## src/rtl/seq_divider_param.sv

```systemverilog
// Multi-cycle restoring divider with start/busy/valid handshake.
// Optional C-style signed division with divide-by-zero and overflow flags.
`timescale 1ns/1ps
module seq_divider_param #(
   parameter int WIDTH     = 8,
   parameter bit SIGNED_EN = 1'b1
) (
   input  logic             clk,
   input  logic             rst_n,
   input  logic             start,
   input  logic             signed_mode,
   input  logic [WIDTH-1:0] dividend,
   input  logic [WIDTH-1:0] divisor,
   output logic             busy,
   output logic             valid,
   output logic             dvz,
   output logic             ovf,
   output logic [WIDTH-1:0] quotient,
   output logic [WIDTH-1:0] remainder
);
   localparam int CW = (WIDTH > 1) ? $clog2(WIDTH) : 1;
   localparam logic [WIDTH-1:0] MIN_NEG = {1'b1, {(WIDTH-1){1'b0}}};

   localparam logic [2:0] S_IDLE = 3'd0;
   localparam logic [2:0] S_LOAD = 3'd1;
   localparam logic [2:0] S_ITER = 3'd2;
   localparam logic [2:0] S_FIX  = 3'd3;
   localparam logic [2:0] S_DONE = 3'd4;

   logic [2:0]       state;
   logic [WIDTH-1:0] dd_r, ds_r;
   logic             sm_r;
   logic [WIDTH-1:0] rem_w, quo_w, dvs_w;
   logic             neg_q, neg_r;
   logic [CW-1:0]    cnt;
   logic [WIDTH:0]   shifted, trial;

   // The partial remainder is always below the divisor, so WIDTH bits hold it;
   // only the shifted trial value needs the extra bit.
   assign shifted = {rem_w, quo_w[WIDTH-1]};
   assign trial   = shifted - {1'b0, dvs_w};

   assign busy  = (state == S_LOAD) || (state == S_ITER) || (state == S_FIX);
   assign valid = (state == S_DONE);

   always_ff @(posedge clk or negedge rst_n) begin
      if (!rst_n) begin
         state     <= S_IDLE;
         dd_r      <= '0;
         ds_r      <= '0;
         sm_r      <= 1'b0;
         rem_w     <= '0;
         quo_w     <= '0;
         dvs_w     <= '0;
         neg_q     <= 1'b0;
         neg_r     <= 1'b0;
         cnt       <= '0;
         dvz       <= 1'b0;
         ovf       <= 1'b0;
         quotient  <= '0;
         remainder <= '0;
      end else begin
         case (state)
            S_IDLE: begin
               if (start) begin
                  dd_r  <= dividend;
                  ds_r  <= divisor;
                  sm_r  <= SIGNED_EN && signed_mode;
                  dvz   <= 1'b0;
                  ovf   <= 1'b0;
                  state <= S_LOAD;
               end
            end
            S_LOAD: begin
               if (ds_r == '0) begin
                  dvz       <= 1'b1;
                  quotient  <= '1;
                  remainder <= dd_r;
                  state     <= S_DONE;
               end else if (sm_r && (dd_r == MIN_NEG) && (ds_r == '1)) begin
                  ovf       <= 1'b1;
                  quotient  <= MIN_NEG;
                  remainder <= '0;
                  state     <= S_DONE;
               end else begin
                  // Magnitudes go through the unsigned core; signs are reapplied in FIX.
                  neg_q <= sm_r && (dd_r[WIDTH-1] ^ ds_r[WIDTH-1]);
                  neg_r <= sm_r && dd_r[WIDTH-1];
                  quo_w <= (sm_r && dd_r[WIDTH-1]) ? -dd_r : dd_r;
                  dvs_w <= (sm_r && ds_r[WIDTH-1]) ? -ds_r : ds_r;
                  rem_w <= '0;
                  cnt   <= '0;
                  state <= S_ITER;
               end
            end
            S_ITER: begin
               if (!trial[WIDTH]) begin
                  rem_w <= trial[WIDTH-1:0];
                  quo_w <= {quo_w[WIDTH-2:0], 1'b1};
               end else begin
                  rem_w <= shifted[WIDTH-1:0];
                  quo_w <= {quo_w[WIDTH-2:0], 1'b0};
               end
               cnt <= cnt + 1'b1;
               if (cnt == CW'(WIDTH-1))
                  state <= S_FIX;
            end
            S_FIX: begin
               quotient  <= neg_q ? -quo_w : quo_w;
               remainder <= neg_r ? -rem_w : rem_w;
               state     <= S_DONE;
            end
            S_DONE:  state <= S_IDLE;
            default: state <= S_IDLE;
         endcase
      end
   end
endmodule

```

## config.mk

```make
export PLATFORM = sky130hd
export DESIGN_NAME = seq_divider_param
export DESIGN_NICKNAME = d
export VERILOG_FILES = /design/src/rtl/seq_divider_param.sv
export SDC_FILE = /design/constraint.sdc
export NUM_CORES = 1
export LEC_CHECK = 0
export CAP_MARGIN = 20
export CORE_MARGIN = 10
export CORE_UTILIZATION = 40
export DETAILED_ROUTE_END_ITERATION = 8
export GPL_TIMING_DRIVEN = 0
export HOLD_SLACK_MARGIN = 0.15
export MAX_ROUTING_LAYER = met4
export PLACE_DENSITY_LB_ADDON = 0.2
export SYNTH_ARGS = -nofsm -noshare
export SYNTH_HDL_FRONTEND = slang
export SYNTH_SLANG_ARGS = --single-unit
```

## constraint.sdc

```tcl
create_clock -name clk -period 2.9 [get_ports clk]
set_input_delay 0.87 -clock clk [delete_from_list [all_inputs] [get_ports clk]]
set_output_delay 0.87 -clock clk [all_outputs]
set_load 0.05 [all_outputs]
```

==> summary.txt, run 1 <==
Outcome
  • Status: completed

Synthesis
  • Mean Syn Cell Area: approximately 10 sq um
  • Proportion of synthesized flip-flops having asynchronous set or reset: 100%
  • Post-synthesis instance total: approximately 390
  • Syn Std Cell Area: 0.00396 sq mm
  • Seq/Total Area, Yosys: a little over two fifths
  • Cell with the most instances after synthesis: sky130_fd_sc_hd__dfrtp_1
  • Distinct cell type count after synthesis: 67
  • Yosys Warn Count: 0
  • EDFF count, synth: 0
  • Most common flop cell mapped by yosys: sky130_fd_sc_hd__dfrtp_1
  • Library cell occupying the most area in the post-synthesis netlist: sky130_fd_sc_hd__dfrtp_1
  • Post-Syn Nets: between 400 and 500
  • Number of synthesized register bits: 67
  • Top post-synthesis cells by area: sky130_fd_sc_hd__dfrtp_1 42%, sky130_fd_sc_hd__mux2_2 5.4%, sky130_fd_sc_hd__ha_1 4.7%
  • Top cell type's share of synthesized area: a little over two fifths
  • Top cells by instance count after synthesis: 67 x sky130_fd_sc_hd__dfrtp_1, 31 x sky130_fd_sc_hd__o21ai_0, 25 x sky130_fd_sc_hd__inv_1, 24 x sky130_fd_sc_hd__nand2_1, 19 x sky130_fd_sc_hd__mux2_2

Timing
  • Tcrit/Tclk final: a little over nine tenths
  • Worst-margin pin slew: about 0.86 ns
  • Number of failing setup endpoints in the final timing report: 0
  • Smallest setup slack after layout: ~0.15 ns
  • Worst-case hold slack: between 0.4 and 0.5 ns
  • Final Hold Viols: 0
  • Max Clk Rate: 364 MHz
  • Worst max-slew margin expressed relative to the limit: a little over two fifths
  • Max-slew violation count: 0
  • Setup repair after global routing missed its margin: no
  • Clock Skews: roughly 0.012 ns
  • Clock period minus final worst setup slack: between 2 and 3 ns

GRT
  • Number of global-route vias before repair: 3,181
  • Remaining global-route overflow: 0
  • Number of antenna violations at the first check in global routing: 0
  • Pin count of the biggest net entering global routing: 68
  • Total Routing Usage GR: 14.4%
  • First-pass GRT wire length: 16,400 um

Worst setup path
  • Family with the most delay on the worst path: buffers and inverters
  • Register-to-register setup slack: ~0.23 ns
  • Worst reg-to-reg path cell count: 9
  • Library cell appearing most often on the critical path: sky130_fd_sc_hd__nor2_1
  • Critical Path Fanout Max: 8
  • Endpoint of the worst-slack reg-to-reg timing path: rem_w[0]$_DFFE_PN0P_
  • Kind of end point of the critical path: primary output
  • Buf+Inv Stages, Crit Path: 2
  • Delay of the slowest cell on the worst path: just over 0.8 ns
  • Critical path start-end classification: reg2out
  • Crit-path slowest cell: sky130_fd_sc_hd__clkdlybuf4s50_1
  • Launching point of the worst reg2reg path: quo_w[7]$_DFFE_PN0P_
  • Critical path data arrival time: between 1.5 and 2 ns
  • Worst-path cell chain: buf_2 -> nor2_1 -> nor2_1 -> clkdlybuf4s50_1
  • CP Launch Type: flop
  • Required @ worst endpoint: between 2 and 2.5 ns

Placed design
  • Number of input and output port buffers inserted: 39
  • Post-place setup slack: -0.0804 ns
  • DP Area: between 0.004 and 0.005 sq mm
  • Routability-driven placement congestion ratio: 0.892
  • Half-perimeter wire length of the detailed placement result: around 7100 um
  • Cell count after placement: 560

Clocking
  • Source-to-sink clock delay at the later pin of the worst-skew pair: approximately 0.35 ns
  • Clock buffer count from CTS: 9
  • Clock Sink Count: 67
  • Worst-path clk slew: approximately 0.07 ns
  • Number of buffers between clock root and the deepest sink: 2
  • CTS tree: yes
  • Post CTS Setup Buffer Count: 0
  • Max H-tree Level: 3
  • Clock tree root driver cell: sky130_fd_sc_hd__clkbuf_8

Hold path
  • Hold EP: dvs_w[1]$_DFFE_PN0P_
  • Class of the most critical hold timing path: reg2reg
  • Startpoint of the most critical hold path: dvs_w[1]$_DFFE_PN0P_
  • WHS Path Cells: 2

Power
  • Sequential share of power: between 20% and 30%
  • Portion of total power attributed to combinational logic: a little under three fifths
  • Fraction of power spent switching nets: a little under half
  • Leakage power summed over all cells: 2.01 nW
  • Final Total Pwr: ~6.0 mW
  • Power density cells: between 1000 and 1500 mW/mm^2
  • Largest voltage drop on the vdd net: 0.551 mV
  • Share of power burned in the clock network: between 10% and 20%
  • Net load switching power: around 2.8 mW
  • Internal power: 3.26 mW

Floorplan
  • Std-Cell Rows: 36
  • Die Span X: about 120 um
  • Core region area: 0.00973 sq mm
  • Total die area: 0.0143 sq mm
  • Initial core utilization: ~41%
  • Num ports: 40
  • Vertical die dimension: 120 um

Cells and area
  • Final cell count without fillers: approximately 580
  • Fraction of final layout cells sized beyond drive strength 1: between 10% and 20%
  • Synthesis-to-finish area growth: 19.8%
  • Final Cell Area: roughly 0.0047 sq mm
  • Net count of the finished layout: approximately 470
  • Diode count: 0

Detailed routing
  • Detailed Route WL: 9490 um
  • DR iter-0 viols: between 150 and 200
  • Top routing layer used: met4
  • Ratio of routed vias to standard cells: approximately 5.2
  • Met1 Wirelength: 4680 um
  • Pre-Repair DR Iteration Count: 4
  • Avg WL per Cell: 16.5 um
  • Count of vias placed by the detailed router: roughly 3k
  • Total length of routed met3 wires: roughly 500 um
  • Routed met2 length: 4170 um
  • Final ANT Viol Nets: 0
  • DRC violation count after routing: 0

Run
  • Count of maximum capacitance violations: 0
## layout by cell type, fill, tap and decap left out, types with 3 or more instances in the layout
| cell | n |
|---|---|
| sky130_fd_sc_hd__buf_2 | 7 |
| sky130_fd_sc_hd__or3_1 | 4 |
| sky130_fd_sc_hd__a31oi_1 | 6 |
| sky130_fd_sc_hd__o31ai_1 | 9 |
| sky130_fd_sc_hd__inv_1 | 25 |
| sky130_fd_sc_hd__o2bb2ai_1 | 5 |
| sky130_fd_sc_hd__mux2_4 | 8 |
| sky130_fd_sc_hd__ha_1 | 15 |
| sky130_fd_sc_hd__nand2_1 | 24 |
| sky130_fd_sc_hd__clkinvlp_4 | 3 |
| sky130_fd_sc_hd__dfrtp_1 | 67 |
| sky130_fd_sc_hd__mux2i_1 | 4 |
| sky130_fd_sc_hd__mux2_2 | 19 |
| sky130_fd_sc_hd__clkbuf_1 | 5 |
| sky130_fd_sc_hd__o22ai_1 | 8 |
| sky130_fd_sc_hd__xor2_1 | 12 |
| sky130_fd_sc_hd__or4_1 | 3 |
| sky130_fd_sc_hd__nor2_1 | 16 |
| sky130_fd_sc_hd__clkdlybuf4s50_1 | 37 |
| sky130_fd_sc_hd__nand3_1 | 14 |
| sky130_fd_sc_hd__nor3_1 | 7 |
| sky130_fd_sc_hd__nand4_1 | 3 |
| sky130_fd_sc_hd__a21oi_1 | 18 |
| sky130_fd_sc_hd__o21ai_0 | 31 |
| sky130_fd_sc_hd__clkbuf_8 | 9 |
| sky130_fd_sc_hd__xnor2_1 | 16 |
| sky130_fd_sc_hd__nor4_1 | 4 |
| sky130_fd_sc_hd__nor2b_1 | 4 |
## power groups by stage
stage               logic (mW)  clock network [mW]  registers (mW)
global route              3.82               0.922            1.80
global placement          3.36                   0            1.73
finish                    3.43               0.863            1.73
floorplan                 2.35                   0            1.91
detailed placement        3.41                   0            1.74
CTS                       3.43               0.883            1.73
## worst max path at each step
stage	from	endpoint	cells after the start
after floorplan	quo_w[7]$_DFFE_PN0P_	quo_w[0]$_DFFE_PN0P_	10
after detailed placement	quo_w[7]$_DFFE_PN0P_	quo_w[0]$_DFFE_PN0P_	10
after global placement	rst_n	ds_r[3]$_DFFE_PN0P_	1
final	state[1]$_DFFE_PN0P_	busy	4
after global routing	quo_w[7]$_DFFE_PN0P_	rem_w[0]$_DFFE_PN0P_	9
after CTS	state[1]$_DFFE_PN0P_	valid	4
## routing by layer
| metal | vias up | global-route usage (%) |
|---|---|---|
| li1 | 1506 | - |
| met1 | 1422 | 19.5 |
| met2 | 70 | 20.6 |
| met3 | 12 | 3.00 |
| met4 | 0 | 5.28 |
| met5 | - | - |
## worst min-delay path, cell delays in order, from the launching register on
cell                      delay [ns]
sky130_fd_sc_hd__dfrtp_1        0.34
sky130_fd_sc_hd__nand2_1        0.05
sky130_fd_sc_hd__o21ai_0        0.06
## cell families (layout without fill, tap and decap cells)
logic type / count (synthesis) / count (layout) / share of synthesized area, %
compound gates: 104 / 104 / 18.1
buf+inv: 43 / 97 / 5.12
fa+ha+maj: 16 / 16 / 5.24
mux: 31 / 31 / 9.45
simple gates: 99 / 99 / 13.6
flops: 67 / 67 / 42.3
xor+xnor: 28 / 28 / 6.19
## timing repair
| action | in CTS | in global routing |
|---|---|---|
| hold endpoints to repair | 0 | 0 |
| setup endpoints to repair | 4 | 5 |
| pin swaps | 0 | 1 |
| resized for setup | 1 | 2 |
| hold buffers | 0 | 0 |
## through the flow
stage	setup TNS (ns)	utilization, %
floorplan	0	-
global placement	-91.12	46.4
detailed placement	-0.0951	46.4
CTS	0	48.7
global route	0	48.8
finish	0	48.8
## cell type report
class                   instances  area (sq um)
plain buffers                  16           101
clock buffers                   9           124
clock inverters                 7          92.6
fillers                       959          4990
inverters                      26          97.6
multi-input cells             278          2090
flip-flops and latches         67          1680
well taps                     133           166
repair buffers                 39           390
## flip-flops by register name, summed over array words and instances (netlist names)
signal and count:
state 3, neg_r 1, quo_w 8, rem_w 8, dd_r 8, sm_r 1
ovf 1, ds_r 8, quotient 8, cnt 3, neg_q 1, dvs_w 8
dvz 1, remainder 8
(Power assumes the default switching activity.)
==> run 2, diff against run 1 <==
CORE_MARGIN = unset   (was 10)
==> run 2 against run 1 <==
Effect of this change:
- routed wire length decreased by 4.5%
- maximum frequency decreased by 2.1%
- largest cell class unchanged
- combinational power about the same
- die area decreased by 28%
- final area decreased by 0.66%
- cell count decreased by 0.52%
- critical endpoint is now rem_w[5]$_DFFE_PN0P_
- sequential power about the same
- non-clock buffer count increased by 1
- sequential cell count unchanged
- sequential share of layout area increased by 0.23 points
==> summary.txt, run 2 (synthesis gave the netlist of run 1 again) <==
Clocking
  • Post CTS Setup Buffer Count: 0 (unchanged)
  • Number of buffers between clock root and the deepest sink: 2 (unchanged)
  • Max H-tree Level: 3 (unchanged)
  • Source-to-sink clock delay at the later pin of the worst-skew pair: 0.34 ns (about the same)
  • Clock buffer count from CTS: 9 (unchanged)
  • Worst-path clk slew: 0.07 ns (about the same)
  • Clock Sink Count: 67 (unchanged)
  • CTS tree: yes
  • Clock tree root driver cell: sky130_fd_sc_hd__clkbuf_8

Detailed routing
  • Final ANT Viol Nets: 0 (unchanged)
  • Pre-Repair DR Iteration Count: 7 (+3)
  • Avg WL per Cell: 15.8 um (-4.0%)
  • Count of vias placed by the detailed router: 3,119 (+3.6%)
  • DRC violation count after routing: 0 (unchanged)
  • Detailed Route WL: 9060 um (-4.5%)
  • DR iter-0 viols: 199 (+25%)
  • Ratio of routed vias to standard cells: 5.45 (+4.2%)

Timing
  • Tcrit/Tclk final: 96.8% (+2.0 points)
  • Number of failing setup endpoints in the final timing report: 0 (unchanged)
  • Worst max-slew margin expressed relative to the limit: 43.7% (+1.0 points)
  • Max Clk Rate: 356 MHz (-2.1%)
  • Setup repair after global routing missed its margin: no
  • Worst-margin pin slew: 0.844 ns (-0.0151 ns)
  • Clock period minus final worst setup slack: 2.81 ns (+0.0589 ns)
  • Max-slew violation count: 0 (unchanged)
  • Final Hold Viols: 0 (unchanged)
  • Clock Skews: 0.0113 ns (-0.000355 ns)
  • TNS Setup: 0 ns (unchanged)

Cells and area
  • Filler instances: 902 (-5.9%)
  • Fraction of final layout cells sized beyond drive strength 1: 16.0% (-0.71 points)
  • Highest-count cells in the layout ignoring fill and taps: 67 x sky130_fd_sc_hd__dfrtp_1, 37 x sky130_fd_sc_hd__clkdlybuf4s50_1, 31 x sky130_fd_sc_hd__o21ai_0
  • Diode count: 0 (unchanged)
  • Most common cell after layout, fill and taps aside: sky130_fd_sc_hd__dfrtp_1
  • Net count of the finished layout: 474 (+0.21%)
  • Final cell count without fillers: 572 (-0.52%)
  • Synthesis-to-finish area growth: 19.0%

Worst setup path
  • Kind of end point of the critical path: flop
  • CP Launch Type: flop
  • Critical Path Fanout Max: 8 (unchanged)
  • Required @ worst endpoint: 3.15 ns (+1.12 ns)
  • Critical path start-end classification: reg2reg
  • Critical path data arrival time: 3.05 ns (+1.17 ns)

Run
  • Count of maximum capacitance violations: 0 (unchanged)

Placed design
  • Cell count after placement: 556 (-0.71%)
  • Half-perimeter wire length of the detailed placement result: 6760 um (-5.4%)
  • Number of input and output port buffers inserted: 39 (unchanged)
  • Routability-driven placement congestion ratio: 0.825 (-7.5%)

Power
  • Portion of total power attributed to combinational logic: 57.8% (+0.8 points)
  • Net load switching power: 2.75 mW (-0.68%)
  • Sequential share of power: 29.4% (+0.7 points)
  • Fraction of power spent switching nets: 46.4% (+0.46 points)
  • Leakage power summed over all cells: 2.01 nW (-0.47%)
  • Largest voltage drop on the vdd net: 0.479 mV (-13%)
  • Internal power: 3.18 mW (-2.5%)
  • Power density cells: 1260 mW/mm^2 (-1.0%)
  • Share of power burned in the clock network: 12.8% (-1.5 points)

Floorplan
  • Initial core utilization: 42.1% (+1.4 points)
  • Core region area: 0.00942 sq mm (-3.2%)
  • Num ports: 40 (unchanged)
  • Die Span X: 102 um (-15%)
  • Vertical die dimension: 102 um (-15%)
  • Std-Cell Rows: 35 (-2.8%)
  • Total die area: 0.0103 sq mm (-28%)

Hold path
  • Class of the most critical hold timing path: reg2reg

GRT
  • Remaining global-route overflow: 0 (unchanged)
  • Pin count of the biggest net entering global routing: 68 (unchanged)
  • Total Routing Usage GR: 19.6% (+5.3 points)
  • Number of global-route vias before repair: 3,042 (-4.4%)
  • First-pass GRT wire length: 15,000 um (-8.1%)
  • Number of antenna violations at the first check in global routing: 0 (unchanged)

Outcome
  • Status: completed
## run 2: changes by cell type in the layout (fill, tap and decap cells not counted), sizes merged
cell and change:
bufinv -1, clkinvlp -2, clkbuf +4
## run 2: metal layers
metal,GRT usage [%],wire length [um],up-vias
li1,-,-,1513
met2,29.7,4100,92
met5,-,0,-
met4,5.35,99,0
met1,27.0,4460,1501
met3,3.52,405,13
## run 2: layout make-up
class | instances | area (sq um) | area share [%]
inverters | 26 | 97.6 | 2.07
clock buffers | 12 | 135 | 2.87
clock inverters | 4 | 51.3 | 1.09
flip-flops and latches | 67 | 1680 | 35.6
plain buffers | 17 | 105 | 2.23
multi-input cells | 278 | 2090 | 44.5
repair buffers | 39 | 390 | 8.28
well taps | 129 | 161 | 3.43
## run 2: critical path, cell delays in order (launching register included)
cell and delay [ns]:
sky130_fd_sc_hd__dfrtp_1 0.40, sky130_fd_sc_hd__inv_1 0.14, sky130_fd_sc_hd__ha_1 0.19, sky130_fd_sc_hd__inv_1 0.05, sky130_fd_sc_hd__fa_1 0.44, sky130_fd_sc_hd__a211oi_2 0.24
sky130_fd_sc_hd__o21bai_2 0.16, sky130_fd_sc_hd__and3_1 0.19, sky130_fd_sc_hd__clkbuf_1 0.21, sky130_fd_sc_hd__or4_1 0.57, sky130_fd_sc_hd__o211ai_1 0.11
## run 2: per-stage QoR
step                      instance area, sq um  power (mW)  utilization (%)  setup WS (ns)  hold WS [ns]
after global placement                    4510        5.08             47.9          -1.31         0.464
after CTS                                 4700        5.93             49.9         0.0525         0.489
after floorplan                           3960        4.26                -          0.449         0.450
after global routing                      4710        6.38             50.0        0.00654         0.504
after detailed placement                  4510        5.14             47.9        -0.0992         0.473
final                                     4710        5.92             50.0         0.0938         0.482
## run 2: worst paths after layout
| check | startpoint | endpoint | slack (ns) | depth (start not counted) |
|---|---|---|---|---|
| max | quo_w[7]$_DFFE_PN0P_ | rem_w[5]$_DFFE_PN0P_ | 0.09 | 10 |
| min | dvs_w[5]$_DFFE_PN0P_ | dvs_w[5]$_DFFE_PN0P_ | 0.48 | 2 |
| max reg2reg | quo_w[7]$_DFFE_PN0P_ | rem_w[5]$_DFFE_PN0P_ | 0.09 | 10 |
| min reg2reg | dvs_w[5]$_DFFE_PN0P_ | dvs_w[5]$_DFFE_PN0P_ | 0.48 | 2 |
| max in group asynchronous | rst_n | remainder[6]$_DFFE_PN0P_ | 1.71 | 1 |
| min in group asynchronous | rst_n | dd_r[4]$_DFFE_PN0P_ | 0.63 | 1 |
## run 2: power by group through the flow
stage / registers, mW / clock network, mW / logic (mW)
final: 1.74 / 0.756 / 3.42
after global routing: 1.80 / 0.815 / 3.76
after CTS: 1.74 / 0.779 / 3.41
after detailed placement: 1.76 / 0 / 3.38
after global placement: 1.75 / 0 / 3.33
after floorplan: 1.91 / 0 / 2.35
## run 2: what timing repair did
action	4_1_cts	5_1_grt
pin swaps	0	1
hold endpoints to repair	0	0
gates resized for setup	1	2
setup endpoints to repair	4	5
hold buffers	0	0
